<file path="src/rtl/fpu_mul_result_collector.sv">
// Capture FIFO for FPU multiplier results with sticky IEEE flags and a
// saturating operation counter.
module fpu_mul_result_collector #(
  parameter int unsigned DEPTH = 4,
  parameter int unsigned CNT_W = 16
) (
  input  logic                       clk,
  input  logic                       rst,
  input  logic                       in_valid,
  output logic                       in_ready,
  input  logic [31:0]                in_res,
  input  logic                       in_exception,
  input  logic                       in_overflow,
  input  logic                       in_underflow,
  output logic                       out_valid,
  input  logic                       out_ready,
  output logic [31:0]                out_res,
  output logic [2:0]                 out_flags,
  output logic [2:0]                 sticky_flags,
  output logic [CNT_W-1:0]           op_count,
  input  logic                       clr,
  output logic [$clog2(DEPTH):0]     level
);

  localparam int unsigned AW = $clog2(DEPTH);
  localparam int unsigned LW = AW + 1;
  localparam int unsigned EW = 35;

  logic [EW-1:0] mem [DEPTH];
  logic [AW-1:0] wr_ptr;
  logic [AW-1:0] rd_ptr;
  logic          push;
  logic          pop;
  logic [2:0]    in_flags;
  logic [EW-1:0] head;

  assign in_flags  = {in_exception, in_overflow, in_underflow};
  assign in_ready  = (level != LW'(DEPTH));
  assign out_valid = (level != '0);
  assign push      = in_valid && in_ready;
  assign pop       = out_valid && out_ready;

  // Head entry is forced to zero while the FIFO is empty
  assign head      = out_valid ? mem[rd_ptr] : '0;
  assign out_res   = head[EW-1:3];
  assign out_flags = head[2:0];

  // Storage array; contents need no reset since level gates visibility
  always_ff @(posedge clk) begin
    if (push) begin
      mem[wr_ptr] <= {in_res, in_flags};
    end
  end

  // Pointers and occupancy; push+pop in one cycle leaves level unchanged
  always_ff @(posedge clk or posedge rst) begin
    if (rst) begin
      wr_ptr <= '0;
      rd_ptr <= '0;
      level  <= '0;
    end else begin
      if (push) begin
        wr_ptr <= wr_ptr + AW'(1);
      end
      if (pop) begin
        rd_ptr <= rd_ptr + AW'(1);
      end
      if (push && !pop) begin
        level <= level + LW'(1);
      end else if (pop && !push) begin
        level <= level - LW'(1);
      end
    end
  end

  // Sticky flags and saturating counter; a push in the clear cycle survives
  always_ff @(posedge clk or posedge rst) begin
    if (rst) begin
      sticky_flags <= '0;
      op_count     <= '0;
    end else if (clr) begin
      sticky_flags <= push ? in_flags : 3'b000;
      op_count     <= push ? CNT_W'(1) : '0;
    end else if (push) begin
      sticky_flags <= sticky_flags | in_flags;
      if (op_count != '1) begin
        op_count <= op_count + CNT_W'(1);
      end
    end
  end

endmodule

</file>
<file path="config.mk">
export PLATFORM = sky130hd
export DESIGN_NAME = fpu_mul_result_collector
export DESIGN_NICKNAME = d
export VERILOG_FILES = /design/src/rtl/fpu_mul_result_collector.sv
export SDC_FILE = /design/constraint.sdc
export NUM_CORES = 1
export LEC_CHECK = 0
export BUFFER_PORTS_ARGS = -buffer_cell sky130_fd_sc_hd__buf_4
export CORE_MARGIN = 2
export CORE_UTILIZATION = 50
export DETAILED_ROUTE_END_ITERATION = 16
export PLACE_DENSITY = 0.71
export REMOVE_ABC_BUFFERS = 1
export SYNTH_ARGS = -nofsm -noshare
export SYNTH_HDL_FRONTEND = slang
export SYNTH_SLANG_ARGS = --single-unit
export TNS_END_PERCENT = 30
</file>
<file path="constraint.sdc">
create_clock -name clk -period 7.1 [get_ports clk]
set_clock_uncertainty 0.1 [all_clocks]
set_input_delay 0.355 -clock clk [delete_from_list [all_inputs] [get_ports clk]]
set_output_delay 0.355 -clock clk [all_outputs]
set_load 0.01 [all_outputs]
</file>
## Word-level counts from Yosys, hierarchy flattened

Memory sizes are Yosys's and may differ from the RTL's.
Cells that the tools add are included.

- Bits in read-only memories: 0
- Register bits after elaboration: 26
- Bits of input ports: 40
- Output and inout bits: 59
- Bits in latches: 0
- Memory bits (writable): 140
- Memories kept: 1

Memory list:

| memory | words | bits a word | read ports | clocked after Yosys merged registers in | write ports | line | RTL |
|---|---|---|---|---|---|---|---|
| mem | 4 | 35 | 1 | 0 | 1 | 29 | `logic [EW-1:0] mem [DEPTH];` |

- Bitwise logic cells: 1
- Multipliers: 0
- Div/mod/pow operators: 0
- Order comparisons: 0
- Reduce and logical (&&, ||, !) cells: 11
- Multiplexer cells: 12
- Eq/ne operators: 2
- Add/subtract/negate cells: 5
- Shifts and indexed selects: 0

Operator list:

| kind | number |
|---|---|
| $mux W16 | 3 |
| $mux W35 | 1 |
| $add A16 B1 Y16 const B | 1 |
| $ne A16 B16 Y1 const B | 1 |
| $mux W3 | 5 |
| $reduce_bool A2 Y1 | 3 |
| $add A2 B1 Y2 const B | 2 |
| $logic_and A1 B1 Y1 | 4 |
| $add A3 B1 Y3 const B | 1 |
| $mux W1 | 3 |
| $ne A3 B3 Y1 const B | 1 |
| $or A3 B3 Y3 | 1 |
| $reduce_bool A3 Y1 | 1 |
| $sub A3 B1 Y3 const B | 1 |
| $logic_not A1 Y1 | 2 |
| $reduce_and A2 Y1 | 1 |

## Logic depth before layout (Yosys ltp)

Gate-level depths: netlist (run 1).

- Depth after elaboration: 6
- Depth in mapped cells: 10
- Depth with buffers taken out: 9

## Worst setup path after synthesis (run 1)

Ideal clock, no wire load.

- Path kind: reg2reg
- From: register level[0]
- To: memory mem[0][0] (enable)
- Cell stages (with the launch flop): 5
- Clock period less this slack: 2.366 ns
- Library setup time: 0.396 ns
- Path slack: 4.734 ns
- Arrival time: 1.871 ns
- Cells stage by stage: dfrtp_1 -> or3b_1 -> buf_2 -> buf_2 -> and3_1

- Longest elaborated chain between the ends: 4

Ends and longest elaborated chain:

| what | line | RTL |
|---|---|---|
| start, declared | 22 | `output logic [$clog2(DEPTH):0] level` |
| start signal, assigned | 69 | `level <= level + LW'(1);` |
| start signal, assigned | 71 | `level <= level - LW'(1);` |
| $ne A3 B3 Y1 | 38 | `assign in_ready = (level != LW'(DEPTH));` |
| named net in_ready | 10 | `output logic in_ready,` |
| $logic_and A1 B1 Y1 | 40 | `assign push = in_valid && in_ready;` |
| $mux W1 | 50 | `if (push) begin` |
| $mux W1 (implied by the code) | 51 | `mem[wr_ptr] <= {in_res, in_flags};` |
| end, declared | 29 |  |

The timed path passes the listed nets, and every way through them passes these cells.

## Worst setup path in the final report (run 1)

- From: register rd_ptr[0]
- To: output out_res[8]

- Longest elaborated chain between the ends: 2

Ends and longest elaborated chain:

| what | line | RTL |
|---|---|---|
| start, declared | 31 | `logic [AW-1:0] rd_ptr;` |
| start signal, assigned | 66 | `rd_ptr <= rd_ptr + AW'(1);` |
| $mem_v2 Z4 W35 | - |  |
| $mux W35 | 44 | `assign head = out_valid ? mem[rd_ptr] : '0;` |
| end, declared | 17 | `output logic [31:0] out_res,` |

No other way between the ends.

==> impl_metrics.env, run 1 <==
export IMPL_track_usage_pct=19.2
export IMPL_yosysWarnings=0
export IMPL_slowest_stage="mux4_2"
export IMPL_place_gp_congestion=0.795
export IMPL_dpl_hpwl_mm=7.95
export IMPL_final_layout_size_suffix_gt1_share_pct=34.8
export IMPL_setup_worst_path_end_class="output pin"
export IMPL_synth_cell_types=39
export IMPL_setup_tns_ns=0
export IMPL_crit_required_ns=6.64
export IMPL_synth_edf_count=140
export IMPL_cts_sinks=166
export IMPL_min_period_ns=2.89
export IMPL_vias=3729
export IMPL_startpoint="rd_ptr[0]$_DFFE_PP0P_"
export IMPL_clock_path_buffers=2
export IMPL_max_slew_worst_pin_slew_ns=1.03
export IMPL_rr_startpoint="level[0]$_DFFE_PP0P_"
export IMPL_synthToLayoutAreaGrowth_pct=20.4
export IMPL_synthArstFlopShare_pct=15.7
export IMPL_die_h_um=120
export IMPL_io_buffer_count=98
export IMPL_syn_area_per_cell_um2=17.9
export IMPL_status="finished, final reports clean"
export IMPL_num_antenna_cells=0
export IMPL_vdd_ir_drop_max_mv=0.172
export IMPL_synthTopCellsByArea="edfxtp_1 62%, mux4_2 12%, dfrtp_1 9.6%, and2_1 3.2%, nand3_1 1.7%"
export IMPL_drv_slew=0
export IMPL_rsz0062_at_grt="no"
export IMPL_max_slew_margin_pct=31.0
export IMPL_fin_util_pct=61.7
export IMPL_hold_buffers=0
export IMPL_yosysTopAreaCellShare_pct=62.0
export IMPL_die_w_um=120
export IMPL_routed_via_density=5.59
export IMPL_fmax_ghz=0.347
export IMPL_p_per_area_nw_per_um2=395
export IMPL_p_leak_nw=3.01
export IMPL_min_path_cells=1
export IMPL_post_route_period_util_pct=40.6
export IMPL_syn_inst=379
export IMPL_tritoncts="done"
export IMPL_multi_input_area_um2=1800
export IMPL_max_cap_viol_count=0
export IMPL_antenna_found_initial=0
export IMPL_synth_seq_cells=166
export IMPL_antenna_left=0
export IMPL_post_cts_buffers=0
export IMPL_startpoint_type="register"
export IMPL_crit_type="reg2out"
export IMPL_setup_viol=0
export IMPL_ioPinCount=99
export IMPL_grt_max_degree=38
export IMPL_fillCellCount=973
export IMPL_drt_iter0_drc=277
export IMPL_ff2ff_path_depth=7
export IMPL_grt_pass1_vias=3829
export IMPL_seq_area_frac_synth_pct=71.5
export IMPL_hp_class="in2reg"
export IMPL_totalWireLength_mm=13.1
export IMPL_yosys_area_top_type="edfxtp_1"
export IMPL_grt_pass1_wl_mm=20.7
export IMPL_clock_latency_ns=0.42
export IMPL_dr_pass1_iters=4
export IMPL_regArea_um2=4860
export IMPL_min_from="in_res[17]"
export IMPL_ys_flop_type="edfxtp_1"
export IMPL_timing_critical_path_cells="buf_4 -> mux4_2 -> and2_1 -> buf_4"
export IMPL_crit_top_cell="buf_4"
export IMPL_finalNetCount=525
export IMPL_cp_data_arrival_time_ns=2.43
export IMPL_post_route_drc_count=0
export IMPL_grt_overflow_total=0
export IMPL_post_drt_wl_per_cell_um=19.6
export IMPL_start_util_pct=51.2
export IMPL_crit_fanout=28
export IMPL_cts_made_buffers=17
export IMPL_max_stage_delay_ns=0.59
export IMPL_finalHoldViolCount=0
export IMPL_die_area_um2=14500
export IMPL_syn_cell_area_um2=6790
export IMPL_core_area_um2=13200
export IMPL_cts_reportedPaths_clkPinSlew_ns=0.06
export IMPL_htreeDepth=4
export IMPL_cts_resized=0
export IMPL_fp_row_count=42
export IMPL_cts_root_buffer="clkbuf_16"
[worst paths after layout]
kind                                            to  slack (ns)
hold reg to reg               level[2]$_DFFE_PP0P_        0.42
hold / removal                mem[2][20]$_DFFE_PP_        0.03
setup / recovery                        out_res[8]        4.21
setup reg to reg              level[1]$_DFFE_PP0P_        4.50
max in group asynchronous    rd_ptr[0]$_DFFE_PP0P_        6.11
min in group asynchronous  op_count[3]$_DFFE_PP0P_        0.09
[cells in the mapped netlist (all sizes together), types with 4 or more instances]
library cell and instances:
ha 6, nor2b 4, and3 10, o21ai 13, nand3 23, mux4 35, inv 6, and4 5
dfrtp 26, xor2 8, clkbuf 8, buf 12, xnor2 4, nand2 8, edfxtp 140, a22oi 4
nand4 5, and2 35
[through the flow]
step / setup WS, ns / hold WS, ns / power [mW] / cells / area, um2
floorplan: 4.29 / 0.295 / 1.99 / 359 / 6680
global placement: 4.55 / 0.398 / 2.44 / 635 / 7650
detailed placement: 4.52 / 0.412 / 2.47 / 635 / 7650
CTS: 4.13 / 0.0159 / 3.28 / 667 / 8170
global route: 4.04 / 0.0121 / 3.40 / 667 / 8170
finish: 4.21 / 0.0317 / 3.23 / 667 / 8170
[placed cells by master, fill, tap and decap left out, drive strengths merged, types with 3 or more instances in the layout]
cell / n
a21oi: 3
a22o: 3
a22oi: 4
and2: 35
and3: 10
and4: 5
buf: 100
clkbuf: 27
clkinv: 5
dfrtp: 26
edfxtp: 140
ha: 6
inv: 6
mux4: 35
nand2: 8
nand3: 23
nand4: 5
nor2: 3
nor2b: 4
nor3: 3
o211ai: 3
o21ai: 13
xnor2: 4
xor2: 8
[cell families (layout without fill, tap and decap cells)]
family	after synthesis	count (layout)	share of synthesized area [%]
multiplexers	36	36	11.8
buffers and inverters	27	139	2.01
XOR/XNOR	12	12	1.55
flip-flops	166	166	71.5
AND/OR/NAND/NOR	103	103	9.05
AO/OA/AOI/OAI	28	28	2.66
adder cells (fa/ha/maj)	7	7	1.40
[layer usage]
metal / up-vias / track usage (%) / part of all wire, %
li1: 1695 / - / -
met1: 1880 / 25.3 / 42
met2: 135 / 30.4 / 50
met3: 19 / 6.04 / 6.6
met4: 0 / 6.98 / 1.7
met5: - / 0 / 0
[state kept, by name, summed over array words and instances, names as in the netlist]
| register | flops |
|---|---|
| level | 3 |
| sticky_flags | 3 |
| op_count | 16 |
| rd_ptr | 2 |
| mem | 140 |
| wr_ptr | 2 |
[critical path: cells and delay by family, from the launching register on]
family        cells  cell delay [ns]
simple gates      1             0.18
flops             1             0.54
mux               1             0.59
buf+inv           2             0.68
[final cells by class]
type | count | area share, %
clock buffers | 27 | 6.03
clock inverters | 5 | 0.321
inverters | 7 | 0.321
multi-input cells | 186 | 22.0
flip-flops and latches | 166 | 59.4
well taps | 176 | 2.69
repair buffers | 100 | 9.19
[power breakdown]
group	internal, mW	switching [mW]	total, mW
registers	1.27	0.118	1.39
clock network	0.472	0.335	0.807
logic	0.561	0.478	1.04
total	2.30	0.931	3.23
Power figures use the tool's default switching activity.
==> run 2, diff against run 1 <==
--- a/config.mk
+++ b/config.mk
@@ -9,7 +9,7 @@
 export CORE_MARGIN = 2
 export CORE_UTILIZATION = 50
 export DETAILED_ROUTE_END_ITERATION = 16
-export PLACE_DENSITY = 0.71
+export PLACE_DENSITY = 0.74
 export REMOVE_ABC_BUFFERS = 1
 export SYNTH_ARGS = -nofsm -noshare
 export SYNTH_HDL_FRONTEND = slang
==> constraint.sdc (replaced) <==
create_clock -name clk -period 2.5 [get_ports clk]
set_clock_uncertainty 0.1 [all_clocks]
set_input_delay 0.125 -clock clk [delete_from_list [all_inputs] [get_ports clk]]
set_output_delay 0.125 -clock clk [all_outputs]
set_load 0.01 [all_outputs]
==> impl_metrics.env, run 2 (synthesis gave the netlist of run 1 again) <==
export IMPL_status="finished, final reports clean"
export IMPL_start_util_pct=51.2
export IMPL_grt_overflow_total=0
export IMPL_cts_made_buffers=17
export IMPL_grt_pass1_wl_mm=21.1
export IMPL_crit_type="reg2reg"
export IMPL_tritoncts="done"
export IMPL_hp_class="in2reg"
export IMPL_grt_max_degree=38
export IMPL_min_period_ns=2.36
export IMPL_vdd_ir_drop_max_mv=0.504
export IMPL_clock_path_buffers=2
export IMPL_rsz0062_at_grt="no"
export IMPL_synthToLayoutAreaGrowth_pct=27.4
export IMPL_max_cap_viol_count=0
export IMPL_largest_reg_flops=140
export IMPL_timing_critical_path_cells="or3b_1 -> nand2_2 -> inv_2 -> ha_1 -> inv_1 -> fa_1 -> mux2_2"
export IMPL_final_layout_size_suffix_gt1_share_pct=32.7
export IMPL_cts_reportedPaths_clkPinSlew_ns=0.06
export IMPL_place_gp_congestion=0.805
export IMPL_max_slew_worst_pin_slew_ns=0.978
export IMPL_finalNetCount=566
export IMPL_fp_row_count=42
export IMPL_max_stage_delay_ns=0.50
export IMPL_antenna_left=0
export IMPL_die_h_um=120
export IMPL_vias=3917
export IMPL_io_buffer_count=98
export IMPL_cpLargestDelayFamily="simple AND/OR/NAND/NOR gates"
export IMPL_post_route_period_util_pct=94.3
export IMPL_cts_root_buffer="clkbuf_16"
export IMPL_final_common_cell="edfxtp_1"
export IMPL_max_slew_margin_pct=34.8
export IMPL_post_dp_cell_area_um2=7700
export IMPL_startpoint_type="register"
export IMPL_ff2ff_path_depth=7
export IMPL_top_regs="mem (140), op_count (16)"
export IMPL_die_area_um2=14500
export IMPL_max_flop_register="mem"
export IMPL_totalWireLength_mm=13.1
export IMPL_dpl_hpwl_mm=7.75
export IMPL_num_antenna_cells=0
export IMPL_drv_slew=0
export IMPL_p_leak_nw=3.22
export IMPL_totalPowerFinal_mw=9.45
export IMPL_dr_pass1_iters=4
export IMPL_setup_worst_path_end_class="register"
export IMPL_post_cts_buffers=0
export IMPL_crit_cells=7
export IMPL_core_area_um2=13200
export IMPL_setup_viol=0
export IMPL_reg2reg_slack_ns=0.14
export IMPL_antenna_found_initial=0
export IMPL_track_usage_pct=19.4
export IMPL_fin_util_pct=65.3
export IMPL_p_per_area_nw_per_um2=1090
export IMPL_post_route_drc_count=0
export IMPL_min_path_cells=4
export IMPL_fillCellCount=934
export IMPL_crit_required_ns=2.70
export IMPL_grt_pass1_vias=4051
export IMPL_cts_resized=0
export IMPL_htreeDepth=4
export IMPL_cp_data_arrival_time_ns=2.56
export IMPL_design_area_um2=8640
export IMPL_finalHoldViolCount=0
export IMPL_mostFrequentLayoutCells="140 x edfxtp_1, 101 x buf_4, 38 x dlygate4sd3_1, 35 x mux4_2, 35 x and2_1"
export IMPL_clock_latency_ns=0.41
export IMPL_critPathBufInv=2
export IMPL_die_w_um=120
export IMPL_drt_iter0_drc=325
export IMPL_crit_fanout=9
export IMPL_cts_sinks=166
export IMPL_ioPinCount=99
export IMPL_slowest_stage="or3b_1"
export IMPL_fmax_ghz=0.424
export IMPL_routed_via_density=5.53
export IMPL_post_drt_wl_per_cell_um=18.5
-- run 2: stage by stage --
step / std cells / setup TNS, ns / hold WS [ns] / setup WS, ns
after floorplan: 359 / -2.87 / 0.0650 / -0.0821
after global placement: 638 / 0 / 0.140 / 0.193
after detailed placement: 638 / 0 / 0.148 / 0.148
after CTS: 708 / 0 / 0.0215 / 0.128
after global routing: 708 / 0 / 0.0605 / 0.000131
final: 708 / 0 / 0.0440 / 0.142
-- run 2: where the power goes --
| part | total (mW) | leakage (nW) | internal [mW] | switching [mW] |
|---|---|---|---|---|
| Sequential | 3.85 | 1.62 | 3.60 | 0.249 |
| Clock | 2.44 | 0.275 | 1.50 | 0.934 |
| Combinational | 3.16 | 1.32 | 1.68 | 1.47 |
-- run 2: area by class of cell --
cell class                      instances  area, um2  share of cell area (%)
Sequential cell                       166       4860                    56.2
Inverter                                7       26.3                   0.304
Multi-Input combinational cell        186       1800                    20.8
Clock buffer                           28        518                    5.99
Tap cell                              176        220                    2.55
Timing Repair Buffer                  141       1180                    13.6
Clock inverter                          4       43.8                   0.507
-- run 2: routing by layer --
layer	part of all wire [%]	up-vias	global-route usage [%]
met5	0	-	0
met4	1.2	0	4.87
met3	5.9	18	5.80
met2	50	141	32.2
met1	43	1987	25.3
li1	-	1771	-
-- run 2: worst min-delay path: cells and delay by family --
family	cells	cell delay [ns]
and+or+nand+nor	3	0.24
buffers and inverters	1	0.16
-- run 2: worst paths after layout --
path	from	end
setup / recovery	level[0]$_DFFE_PP0P_	level[1]$_DFFE_PP0P_
hold / removal	in_valid	op_count[1]$_DFFE_PP0P_
setup reg to reg	level[0]$_DFFE_PP0P_	level[1]$_DFFE_PP0P_
hold reg to reg	sticky_flags[1]$_DFFE_PP0P_	sticky_flags[1]$_DFFE_PP0P_
max in group asynchronous	rst	rd_ptr[1]$_DFFE_PP0P_
min in group asynchronous	rst	sticky_flags[0]$_DFFE_PP0P_
-- run 2: what timing repair did --
| action | in CTS | in global routing |
|---|---|---|
| hold buffers | 38 | 0 |
| endpoints found under the setup margin | 0 | 0 |
| endpoints found under the hold margin | 178 | 0 |
